==> src/rtl/multicycle_ctrl.sv <==
// multicycle_ctrl: FSM sequencer for a multi-cycle RV32I datapath with a
// shared instruction/data memory port (req/ready handshake).
// Optional performance counters are built when MULTICYCLE_PERF_EN is defined;
// otherwise cycleCount and instRet are tied to zero.
module multicycle_ctrl (
    input  logic        clk,
    input  logic        rst,
    input  logic [6:0]  opcode,
    input  logic [2:0]  funct3,
    input  logic        zeroFlag,
    input  logic        memReady,
    output logic        memReq,
    output logic        memWe,
    output logic        iOrD,
    output logic        irWrite,
    output logic        pcWrite,
    output logic        pcSrc,
    output logic        ALUSrcA,
    output logic [1:0]  ALUSrcB,
    output logic [1:0]  ALUOp,
    output logic        regWrite,
    output logic        memToReg,
    output logic [2:0]  state,
    output logic        illegal,
    output logic [31:0] cycleCount,
    output logic [31:0] instRet
);

    typedef enum logic [2:0] {
        S_FETCH  = 3'd0,
        S_DECODE = 3'd1,
        S_EXEC   = 3'd2,
        S_MEM    = 3'd3,
        S_WB     = 3'd4,
        S_TRAP   = 3'd5
    } state_t;

    typedef enum logic [2:0] {
        C_R       = 3'd0,
        C_I       = 3'd1,
        C_LOAD    = 3'd2,
        C_STORE   = 3'd3,
        C_BRANCH  = 3'd4,
        C_ILLEGAL = 3'd5
    } class_t;

    state_t r_state;
    state_t w_next;
    class_t r_class;
    class_t w_class;

    // Opcode class decode from the live IR opcode field
    always_comb begin
        w_class = C_ILLEGAL;
        case (opcode)
            7'b0110011: w_class = C_R;
            7'b0010011: w_class = C_I;
            7'b0000011: w_class = C_LOAD;
            7'b0100011: w_class = C_STORE;
            7'b1100011: w_class = C_BRANCH;
            default:    w_class = C_ILLEGAL;
        endcase
    end

    // State register and instruction class latch (class captured on leaving DECODE)
    always_ff @(posedge clk) begin
        if (rst) begin
            r_state <= S_FETCH;
            r_class <= C_R;
        end else begin
            r_state <= w_next;
            if (r_state == S_DECODE) begin
                r_class <= w_class;
            end
        end
    end

    // Next-state and Moore outputs; reset forces every output low in the same cycle
    always_comb begin
        w_next   = r_state;
        memReq   = 1'b0;
        memWe    = 1'b0;
        iOrD     = 1'b0;
        irWrite  = 1'b0;
        pcWrite  = 1'b0;
        pcSrc    = 1'b0;
        ALUSrcA  = 1'b0;
        ALUSrcB  = 2'b00;
        ALUOp    = 2'b00;
        regWrite = 1'b0;
        memToReg = 1'b0;
        illegal  = 1'b0;
        state    = r_state;

        case (r_state)
            S_FETCH: begin
                memReq  = 1'b1;
                ALUSrcB = 2'b01;
                if (memReady) begin
                    irWrite = 1'b1;
                    pcWrite = 1'b1;
                    w_next  = S_DECODE;
                end
            end
            S_DECODE: begin
                ALUSrcB = 2'b10;
                w_next  = (w_class == C_ILLEGAL) ? S_TRAP : S_EXEC;
            end
            S_EXEC: begin
                ALUSrcA = 1'b1;
                case (r_class)
                    C_R: begin
                        ALUOp  = 2'b10;
                        w_next = S_WB;
                    end
                    C_I: begin
                        ALUSrcB = 2'b10;
                        ALUOp   = 2'b10;
                        w_next  = S_WB;
                    end
                    C_LOAD, C_STORE: begin
                        ALUSrcB = 2'b10;
                        w_next  = S_MEM;
                    end
                    C_BRANCH: begin
                        ALUOp  = 2'b01;
                        pcSrc  = 1'b1;
                        w_next = S_FETCH;
                        case (funct3)
                            3'b000:  pcWrite = zeroFlag;
                            3'b001:  pcWrite = ~zeroFlag;
                            default: pcWrite = 1'b0;
                        endcase
                    end
                    default: w_next = S_TRAP;
                endcase
            end
            S_MEM: begin
                memReq = 1'b1;
                iOrD   = 1'b1;
                memWe  = (r_class == C_STORE);
                if (memReady) begin
                    w_next = (r_class == C_STORE) ? S_FETCH : S_WB;
                end
            end
            S_WB: begin
                regWrite = 1'b1;
                memToReg = (r_class == C_LOAD);
                w_next   = S_FETCH;
            end
            S_TRAP: begin
                illegal = 1'b1;
                w_next  = S_TRAP;
            end
            default: w_next = S_FETCH;
        endcase

        if (rst) begin
            memReq   = 1'b0;
            memWe    = 1'b0;
            iOrD     = 1'b0;
            irWrite  = 1'b0;
            pcWrite  = 1'b0;
            pcSrc    = 1'b0;
            ALUSrcA  = 1'b0;
            ALUSrcB  = 2'b00;
            ALUOp    = 2'b00;
            regWrite = 1'b0;
            memToReg = 1'b0;
            illegal  = 1'b0;
            state    = '0;
        end
    end

`ifdef MULTICYCLE_PERF_EN
    logic        w_retire;
    logic [31:0] r_cycleCount;
    logic [31:0] r_instRet;

    // Retiring transitions: WB->FETCH, store MEM->FETCH, branch EXEC->FETCH
    always_comb begin
        w_retire = (r_state == S_WB)
                 | ((r_state == S_MEM) && (r_class == C_STORE) && memReady)
                 | ((r_state == S_EXEC) && (r_class == C_BRANCH));
    end

    // Free-running cycle and retired-instruction counters, wrapping at 2^32
    always_ff @(posedge clk) begin
        if (rst) begin
            r_cycleCount <= '0;
            r_instRet    <= '0;
        end else begin
            r_cycleCount <= r_cycleCount + 32'd1;
            if (w_retire) begin
                r_instRet <= r_instRet + 32'd1;
            end
        end
    end

    assign cycleCount = rst ? '0 : r_cycleCount;
    assign instRet    = rst ? '0 : r_instRet;
`else
    assign cycleCount = '0;
    assign instRet    = '0;
`endif

endmodule
==> config.mk <==
export PLATFORM = sky130hd
export DESIGN_NAME = multicycle_ctrl
export DESIGN_NICKNAME = d
export VERILOG_FILES = /design/src/rtl/multicycle_ctrl.sv
export SDC_FILE = /design/constraint.sdc
export NUM_CORES = 1
export LEC_CHECK = 0
export ABC_AREA = 1
export CAP_MARGIN = 15
export CORE_ASPECT_RATIO = 1.75
export CORE_MARGIN = 3
export CORE_UTILIZATION = 24
export DETAILED_ROUTE_END_ITERATION = 8
export GPL_TIMING_DRIVEN = 0
export PLACE_DENSITY = 0.63
export SLEW_MARGIN = 20
export SYNTH_ARGS = -nofsm -noshare
export SYNTH_HDL_FRONTEND = slang
export SYNTH_SLANG_ARGS = --single-unit
==> constraint.sdc <==
create_clock -name clk -period 1.36 [get_ports clk]
set_input_delay 0.136 -clock clk [delete_from_list [all_inputs] [get_ports clk]]
set_output_delay 0.136 -clock clk [all_outputs]
set_load 0.05 [all_outputs]
# After elaboration in Yosys (flattened, before gate mapping)
# Cells that the tools add are included.
word_totals:
  ff_bits: 6
  latchBits: 0
  mem_bits_rw: 0
  mem_bits_ro: 0
  in_bits: 14
  output_inout_bits: 81
  elab_cells: 67
  mem_count: 0
classes:
  addsub: 0
  multipliers: 0
  n_div: 0
  n_lt_le_gt_ge: 0
  eq_ne: 18
  shift: 0
  n_mux: 38
  bitwise: 1
  n_reduce_logical: 8
op_table:
  columns: ["operator", "count"]
  rows:
  - ["$pmux 3 s5", 2]
  - ["$mux 1", 22]
  - ["$mux 3", 5]
  - ["$eq 7x6->1 const B", 2]
  - ["$eq 3x2->1 const B", 4]
  - ["$eq 3x3->1 const B", 4]
  - ["$eq 3x1->1 const B", 3]
  - ["$logic_not 3->1", 3]
  - ["$pmux 3 s3", 1]
  - ["$mux 2", 4]
  - ["$eq 7x2->1 const B", 1]
  - ["$eq 7x5->1 const B", 1]
  - ["$eq 7x7->1 const B", 1]
  - ["$pmux 2 s3", 1]
  - ["$reduce_or 2->1", 3]
  - ["$ne 2x2->1 const B", 2]
  - ["$pmux 1 s2", 2]
  - ["$pmux 2 s2", 1]
  - ["$reduce_or 3->1", 1]
  - ["$reduce_and 2->1", 1]
  - ["$not 1->1", 1]

# Longest topological paths before layout
depth:
  ltp_word: 5
  depth_mapped: 9
  mapped_depth_nobuf: 9

# Worst setup path after synthesis
# No wires, ideal clock.
synth_timing:
  kind: "flip-flop to output port"
  from: "register r_state[2]"
  to: "output ALUOp[1]"
  arrival_ps: 2018
  required_time_ps: 1224
  path_slack_ps: -794
  path_stages_with_launch: 4
  n_path_buf: 0
  cell_sequence: "dfxtp_1 > inv_2 > nand3_4 > nor4_1"
synth_via:
  elab_chain_len: 3
synth_lines:
  columns: ["item", "line_no", "source"]
  rows:
  - ["start, declared", "47", "state_t r_state;"]
  - ["start signal, assigned", "71", "r_state <= w_next;"]
  - ["$eq 3x2->1", "95", "case (r_state)"]
  - ["$mux 2", "95", null]
  - ["$mux 2", "158", "if (rst) begin"]
  - ["end, declared", "20", "output logic [1:0] ALUOp,"]
# Every way passes these cells.

# Worst setup path in the final report
layout_timing:
  from: "register r_state[2]"
  to: "output ALUOp[0]"
# Same word-level chain as after synthesis.

==> results.md <==
• **nets@finish** 296
• **area of the core** 0.004189 mm²
• **Die Footprint** 0.005241 mm²
• **static leakage** 0.001132 µW
• **number of detailed-route iterations in the first pass** 4
• **least setup slack across all paths after layout** -0.1857 ns
• **most frequent standard cell in the layout excluding fill and tap cells** sky130_fd_sc_hd__buf_4
• **final slew viol count** 0
• **total power per unit cell area** 697.7 mW/mm²
• **share of post-route cells with drive strength above 1** 49.29%
• **failing checks** negative setup slack
• **port buffer count** 30
• **hold crit path type** reg -> reg
• **run status** finished, violations left
• **number of warnings printed during yosys synthesis** 0
• **Hold Fails Final Rpt** 0
• **Starting Density** 25.09%
• **number of sinks handled by clock tree synthesis** 6
• **post-synth top area cell** sky130_fd_sc_hd__buf_4
• **sequential area share after synthesis** 11.43%
• **commonest cells after routing, fill and taps aside** sky130_fd_sc_hd__buf_4 (81), sky130_fd_sc_hd__conb_1 (64), sky130_fd_sc_hd__nand2_1 (24), sky130_fd_sc_hd__nor2_1 (15), sky130_fd_sc_hd__clkdlybuf4s50_1 (12)
• **diode count** 0
• **Chip Height** 93.54 µm
• **Antenna Violating Nets Remaining** 0
• **setup slack of the worst register-to-register path** 0.14 ns
• **worst path arrival time** 1.41 ns
• **routed length per instance** 8.143 µm
• **fraction of synthesized cell area taken by the top area cell type** 46.43%
• **number of register bits inferred by synthesis** 6
• **cell chosen for the clock root** sky130_fd_sc_hd__clkbuf_8
• **die boundary width** 56.03 µm
• **CTS Buf Count** 3
• **number of instances in the synthesized netlist** 166
• **period utilisation layout** 113.7%
• **Post-Synthesis Cell Area** 0.001051 mm²
• **maximum number of pins on one net before global-route repair** 11
• **placed cell areas** 0.001723 mm²
• **number of vias after detailed routing** 1138
• **maximum buffer depth of the clock tree** 2
• **required time of the critical path** 1.22 ns
• **Overall Global Routing Usage** 9.698%
• **clock tree from TritonCTS** built
• **global-route congestion overflow total** 0
• **final worst hold slack** 0.5639 ns
• **io pins** 95
• **WS Path Type** reg -> out
• **initial antenna violation count** 0
• **number of cell rows** 31
• **post-route clock skew** 0.002394 ns
• **startpoint types** flip-flop
• **peak ir drop on the vdd network** 0.3748 mV
• **vias in the first global route** 1011
• **number of hold buffers added after CTS** 0
• **final HPWL from detailed placement** 2295 µm
• **routed wire length** 2679 µm
• **MaxCap Viol Count** 0
• **DRC** 0
• **wire length of the first global-routing pass** 4084 µm
• **setup repair after global routing missed its margin** yes
• **detailed-route vias per instance** 3.459
• **fmax** 647.0 MHz
• **iteration-0 DRC count of the detailed router** 8
• **Area contributors post-synth** sky130_fd_sc_hd__buf_4 (46%), sky130_fd_sc_hd__dfxtp_1 (11%), sky130_fd_sc_hd__nand2_1 (9.6%)
• **average footprint of a synthesized cell** 6.331 µm²
• **Final Wtd Congestion** 0.7898
• **summed area of non-filler cells in the final layout** 0.001978 mm²
• **shortest clock period the worst path allows after layout** 1.546 ns
• **clock latency on the worst-skew pair** 0.22 ns
• **critical path peak fanout** 4
• **synth-to-layout area growth** 88.21%
• **Synth cell types** 25
• **nature of the critical path endpoint** output pin
• **level count of the clock H-tree** 1
• **register clock-pin slew on the reported worst setup and hold paths** 0.04 ns
• **final-report setup violation count** 11
Yosys cell counts:
cell,number
sky130_fd_sc_hd__nand3_4,1
sky130_fd_sc_hd__o22ai_1,1
sky130_fd_sc_hd__buf_4,65
sky130_fd_sc_hd__nor2_1,18
sky130_fd_sc_hd__nor2_2,5
sky130_fd_sc_hd__o21ai_2,1
sky130_fd_sc_hd__inv_2,7
sky130_fd_sc_hd__o21ai_0,2
sky130_fd_sc_hd__clkbuf_1,1
sky130_fd_sc_hd__a211oi_1,1
sky130_fd_sc_hd__nor3_1,1
sky130_fd_sc_hd__conb_1,1
sky130_fd_sc_hd__nor3_2,1
sky130_fd_sc_hd__inv_1,11
sky130_fd_sc_hd__a22oi_1,1
sky130_fd_sc_hd__nand3_1,5
sky130_fd_sc_hd__dfxtp_1,6
sky130_fd_sc_hd__o211ai_1,1
sky130_fd_sc_hd__nand4_1,2
sky130_fd_sc_hd__o21ai_1,1
sky130_fd_sc_hd__a21oi_1,4
sky130_fd_sc_hd__nor3b_2,1
sky130_fd_sc_hd__nand2_1,27
sky130_fd_sc_hd__nor4_1,1
sky130_fd_sc_hd__or2_2,1
area by class of cell:
class	instances	area (µm²)
Buffer	66	503.0
Clock buffer	3	41.29
Fill cell	427	2211
Inverter	18	80.08
Multi-Input combinational cell	139	693.2
Sequential cell	6	133.9
Tap cell	49	61.31
Timing Repair Buffer	48	465.4
worst paths after layout:
| kind | start | to | cells past startpoint |
|---|---|---|---|
| worst min-delay path | r_class[2] | r_class[2] | 2 |
| worst max-delay path | r_state[2] | ALUOp[0] | 8 |
| worst max register to register | r_state[0] | r_state[1] | 9 |
| worst min register to register | r_class[2] | r_class[2] | 2 |
where the power goes:
group | leakage [µW] | internal (µW) | switching (µW)
registers | 0.0000521 | 191 | 21.0
logic | 0.00106 | 286 | 615
clock network | 0.0000216 | 190 | 77.5
total | 0.00113 | 667 | 714
metal layers:
layer | up-vias | wire (µm) | global-route usage [%]
met5 | - | 0 | 0
met4 | 0 | 40 | 3.564
met3 | 5 | 378 | 4.006
met2 | 71 | 1472 | 20.41
met1 | 447 | 787 | 7.315
li1 | 615 | - | -
kinds of logic (layout without fill, tap and decap cells):
| group | count (synthesis) | count (layout) | synth area share, % |
|---|---|---|---|
| DFF | 6 | 6 | 11.43 |
| AOI/OAI and AO/OA | 12 | 12 | 6.906 |
| other | 1 | 64 | 0.3568 |
| buffers and inverters | 84 | 135 | 53.21 |
| and+or+nand+nor | 63 | 63 | 28.09 |
sequential cells by signal, summed over array words and instances (netlist names):
signal	flops
r_state	3
r_class	3
worst max-delay path, cell delays in order (launching register included):
cell and delay [ns]:
sky130_fd_sc_hd__dfxtp_4 0.35, sky130_fd_sc_hd__inv_6 0.07, sky130_fd_sc_hd__nand3_4 0.08, sky130_fd_sc_hd__nor2_4 0.11, sky130_fd_sc_hd__nand4_1 0.13, sky130_fd_sc_hd__buf_4 0.18, sky130_fd_sc_hd__inv_4 0.06, sky130_fd_sc_hd__buf_8 0.09
sky130_fd_sc_hd__buf_8 0.13
timing repair:
item / 4_1_cts / 5_1_grt
buffers inserted: 11 / 7
resized for setup: 109 / 16
pin swaps: 5 / 6
endpoints found under the setup margin: 17 / 18
per-stage QoR:
stage / setup TNS, ns / total power [µW] / setup WS, ns / util, % / std cells
after floorplan: -1.125 / 930.6 / -0.2876 / - / 229
after global placement: -14.57 / 1035 / -1.051 / 41.13 / 308
after detailed placement: -14.40 / 1037 / -1.039 / 41.13 / 308
after CTS: -0.9747 / 1344 / -0.2519 / 44.83 / 322
after global routing: -2.211 / 1451 / -0.2812 / 47.22 / 329
final: -1.288 / 1380 / -0.1857 / 47.22 / 329
Power figures use the tool's default switching activity.
==> RTL edit 1 (same settings) <==
Build with the macro `MULTICYCLE_PERF_EN` defined.
--- a/src/rtl/multicycle_ctrl.sv
+++ b/src/rtl/multicycle_ctrl.sv
@@ -3,4 +3,6 @@
 // Optional performance counters are built when MULTICYCLE_PERF_EN is defined;
 // otherwise cycleCount and instRet are tied to zero.
+`define MULTICYCLE_PERF_EN
+
 module multicycle_ctrl (
     input  logic        clk,
Behaviour: not the same (a bounded check fails within 4 cycles, from zero or initial values and one cycle with rst high).
==> RTL edit 1 against the original RTL <==
- register-to-register slack worse by 0.43 ns
- area after synthesis rose to 4.2 times the old value
- total power rose to 3.9 times the old value
- design area rose to 3.7 times the old value
- the run still ends with setup timing left
- worst setup slack lost 0.13 ns
- critical path depth fell by 3
- routed wire length rose to 6.3 times the old value
- sequential cell count rose by 64
==> RTL edit 1: results <==
set metrics [dict create \
    worst_ep_arrival_time_ns 1.54 \
    clkTransAtPathRegs_ns 0.06 \
    synth_fa_ha_area_frac 0.00562 \
    synthDistinctLibCells 35 \
    final_cells 1154 \
    synth_warnings 0 \
    rrSetupSlack_ns -0.29 \
    muxShareOfSynthArea 0 \
    grt_pass1_wl_um 24800 \
    cts_buffers 9 \
    h-tree-depth 3 \
    ir_drop_v 0.000709 \
    drt_pass1_iterations 5 \
    synthArstFlopShare 0 \
    finalClockSkew_ns 0.0118 \
    cts_max_path_buffers 2 \
    finalNetCount 931 \
    place.port_buffers 94 \
    hpwl_um 12100 \
    ys_top_cells_by_area "dfxtp_1 (31%), nand2_1 (17%), nor2_1 (16%), inv_1 (8.8%), a21oi_1 (5.4%)" \
    drive_gt1_frac 0.396 \
    setup_tns_ns -10.97 \
    largestRegisters "r_cycleCount (32), r_instRet (32)" \
    via_per_inst 4.64 \
    whs_ns 0.456 \
    crit_fanout 5 \
    grt_max_degree 13 \
    synth_common_cells "nand2_1 (197), nor2_1 (186), inv_1 (104)" \
    min_path_type "in2reg" \
    p_sw_frac 0.278 \
    diodes 0 \
    grt.total_usage 0.158 \
    synth_flop_cell "dfxtp_1" \
    drtIter0Drc 244 \
    p_leak_nw 2.78 \
    gp_congestion 0.890 \
    syn-num-nets 784 \
    violations "setup timing" \
    yosys.area_share.xor_xnor 0.0236 \
    seq_area_frac_synth 0.315 \
    synth-compound-area-share 0.0959 \
    dp.cells 1096 \
    cts-root-buf "clkbuf_16" \
    netlist_instances 768 \
    worstSkewPairLatency_ns 0.34 \
    antenna_found_initial 0 \
    setup_viol 54 \
    fin_ws_ns -0.314 \
    num-fill-cells 1847 \
    tightest_slew_ns 0.748 \
    grt_pass1_vias 5082 \
    wl_per_cell_um 14.6 \
    status "finished with violations" \
]
## RTL edit 1: cell types whose count changed in the layout (fill, tap and decap cells not counted), sizes merged, moves of 12 or more
cell / delta
nand3: +37
xor2: +12
conb: -64
a21oi: +47
nor2: +171
nor3: +23
buf: +30
nand2: +173
o21ai: +22
dfxtp: +64
clkbuf: +25
inv: +88
## RTL edit 1: worst paths after layout
check | start | to | depth (start not counted)
worst max-delay path | r_state[2] | memToReg | 5
worst min-delay path | rst | r_class[2] | 3
worst max register to register | r_state[0] | r_instRet[20] | 11
worst min register to register | r_cycleCount[31] | r_cycleCount[31] | 2
## RTL edit 1: cell families (layout without fill, tap and decap cells)
family	Yosys count	after routing
compound gates	81	81
fa+ha+maj	2	2
flops	70	70
xor+xnor	12	12
simple gates	477	477
buf+inv	126	278
## RTL edit 1: critical path: stages, from the launching register on
cell,delay [ns]
dfxtp_4,0.41
inv_8,0.05
nor3_2,0.27
inv_2,0.11
nor4_4,0.17
buf_6,0.20
## RTL edit 1: timing repair
item | 4_1_cts | 5_1_grt
hold buffers | 0 | 0
gates resized for setup | 634 | 210
cloned | 2 | 1
setup buffers | 16 | 23
pin swaps | 21 | 44
setup endpoints to repair | 141 | 131
## RTL edit 1: final cells by class
type,count,area (µm²),area share
well taps,234,293,0.0397
flip-flops and latches,70,1480,0.201
multi-input cells,572,3380,0.458
inverters,105,407,0.0552
repair buffers,136,1300,0.176
clock buffers,11,253,0.0343
clock inverters,5,56.3,0.00764
plain buffers,21,205,0.0278
## RTL edit 1: per-layer routing
layer  global-route usage  up-vias  share of wire
met1                0.160     2473           0.35
met5                    0        -              0
met2                0.304      148           0.56
li1                     -     2687              -
met4               0.0839        0          0.047
met3               0.0208       48          0.039
## RTL edit 1: power groups by stage
stage                     Combinational, W  Sequential, W  Clock [W]
after floorplan                   0.000378        0.00216          0
after global placement            0.000569        0.00217          0
after detailed placement          0.000571        0.00217          0
after CTS                         0.000674        0.00213    0.00251
after global routing              0.000852        0.00213    0.00257
final                             0.000801        0.00212    0.00247
## RTL edit 1: metrics by stage
step	setup slack, ns	power [W]	instance area [µm²]
final	-0.314	0.00539	7370
after global routing	-0.372	0.00555	7370
after CTS	-0.255	0.00532	6600
after detailed placement	-1.53	0.00274	5850
after global placement	-1.56	0.00274	5850
after floorplan	-0.227	0.00254	4620
==> RTL edit 2 (config.mk and constraints unchanged) <==
Without the edit above. The 6 values of `class_t` get a one-hot encoding in 6 bits.
--- a/src/rtl/multicycle_ctrl.sv
+++ b/src/rtl/multicycle_ctrl.sv
@@ -36,11 +36,11 @@
     } state_t;
 
-    typedef enum logic [2:0] {
-        C_R       = 3'd0,
-        C_I       = 3'd1,
-        C_LOAD    = 3'd2,
-        C_STORE   = 3'd3,
-        C_BRANCH  = 3'd4,
-        C_ILLEGAL = 3'd5
+    typedef enum logic [5:0] {
+        C_R       = 6'b000001,
+        C_I       = 6'b000010,
+        C_LOAD    = 6'b000100,
+        C_STORE   = 6'b001000,
+        C_BRANCH  = 6'b010000,
+        C_ILLEGAL = 6'b100000
     } class_t;
 
Check against the original RTL: no difference found for any inputs over 10 cycles, from zero or initial values and one cycle with rst high; not proved beyond that.
==> RTL edit 2 against the original RTL <==
- the flow still finishes with violations (setup timing)
- worst hold slack got worse by 0.21 ns
- area after synthesis rose by 13%
- sequential cell count rose by 3
- clock skew fell by 0.0018 ns
- combinational power rose by 21%
- total power rose by 26%
- non-clock buffer count fell by 9
- design area rose by 8.8%
- worst setup slack got worse by 0.031 ns
- routed wire length rose by 7.5%
- global-route usage fell by 0.60 points
- critical path type unchanged
- largest power group unchanged
==> RTL edit 2: results <==
set metrics [dict create \
    finalClockSkew_ns 0.000592 \
    drive_gt1_frac 0.523 \
    final_cells 339 \
    synth_common_cells "buf_4 (64), nand2_1 (20), nor2_1 (19)" \
    largestRegisters "r_class (6), r_state (3)" \
    violations "setup timing" \
    final.clkbuf_count 4 \
    placedInstanceArea_mm2 0.00190 \
    syn_to_final_growth_pct 81.2 \
    post-cts-setup-buffers 5 \
    grt_pass1_wl_um 4170 \
    status "finished with violations" \
    p_leak_nw 1.17 \
    fin_ws_ns -0.217 \
    cp-endpoint "pcWrite" \
    synth_area_per_cell_um2 6.60 \
    bufAreaShareNonClock 0.404 \
    multi_input_area_share 0.405 \
    hpwl_um 2390 \
    place.port_buffers 29 \
    clk_share 0.0209 \
    crit_fanout 3 \
    synthDistinctLibCells 27 \
    min_path_type "in2reg" \
    setup_tns_ns -0.884 \
    largest_class "multi-input gates" \
    rr_startpoint "r_class[1]" \
    clock_power_w 0.000304 \
    grt.total_usage 0.0910 \
    total_power_w 0.00173 \
    n_all_buffers 105 \
    final_design_area_no_fill_mm2 0.00215 \
    dp.cells 324 \
    seq_cells 9 \
    gp_congestion 0.852 \
    p_sw_frac 0.505 \
    setup_viol 9 \
    inverters 22 \
    num-fill-cells 494 \
    rrSetupSlack_ns -0.01 \
    ir_drop_v 0.000462 \
    routed-via-count 1238 \
    wl_per_cell_um 8.50 \
    seq_area_frac_synth 0.152 \
]
[RTL edit 2: worst min-delay path by stage]
stage               cells after the start          to  slack (ns)
floorplan                               2  r_class[1]        0.28
global placement                        2  r_class[4]        0.47
detailed placement                      2  r_class[4]        0.47
CTS                                     3  r_class[0]        0.36
global route                            3  r_class[0]        0.39
finish                                  3  r_class[0]        0.36
[RTL edit 2: cell families (layout without fill, tap and decap cells)]
group	count (synthesis)	in the layout	synth area share
AOI/OAI and AO/OA	19	19	0.0906
DFF	9	9	0.152
and+or+nand+nor	64	64	0.274
other	1	64	0.00316
buffers and inverters	87	131	0.480
[RTL edit 2: per-layer routing]
metal  GRT usage  up-vias  routed length [µm]
met2       0.169       78                1500
met3      0.0315        4                 432
met4      0.0489        0                  54
li1            -      653                   -
met1      0.0816      503                 892
met5           0        -                   0
[RTL edit 2: critical path, cell delays in order, from the launching register on]
cell and delay, ns:
dfxtp_4 0.35, nor2_4 0.13, nand4_1 0.23, nor3_4 0.21, nand2_2 0.09, nand2_4 0.08
buf_8 0.14
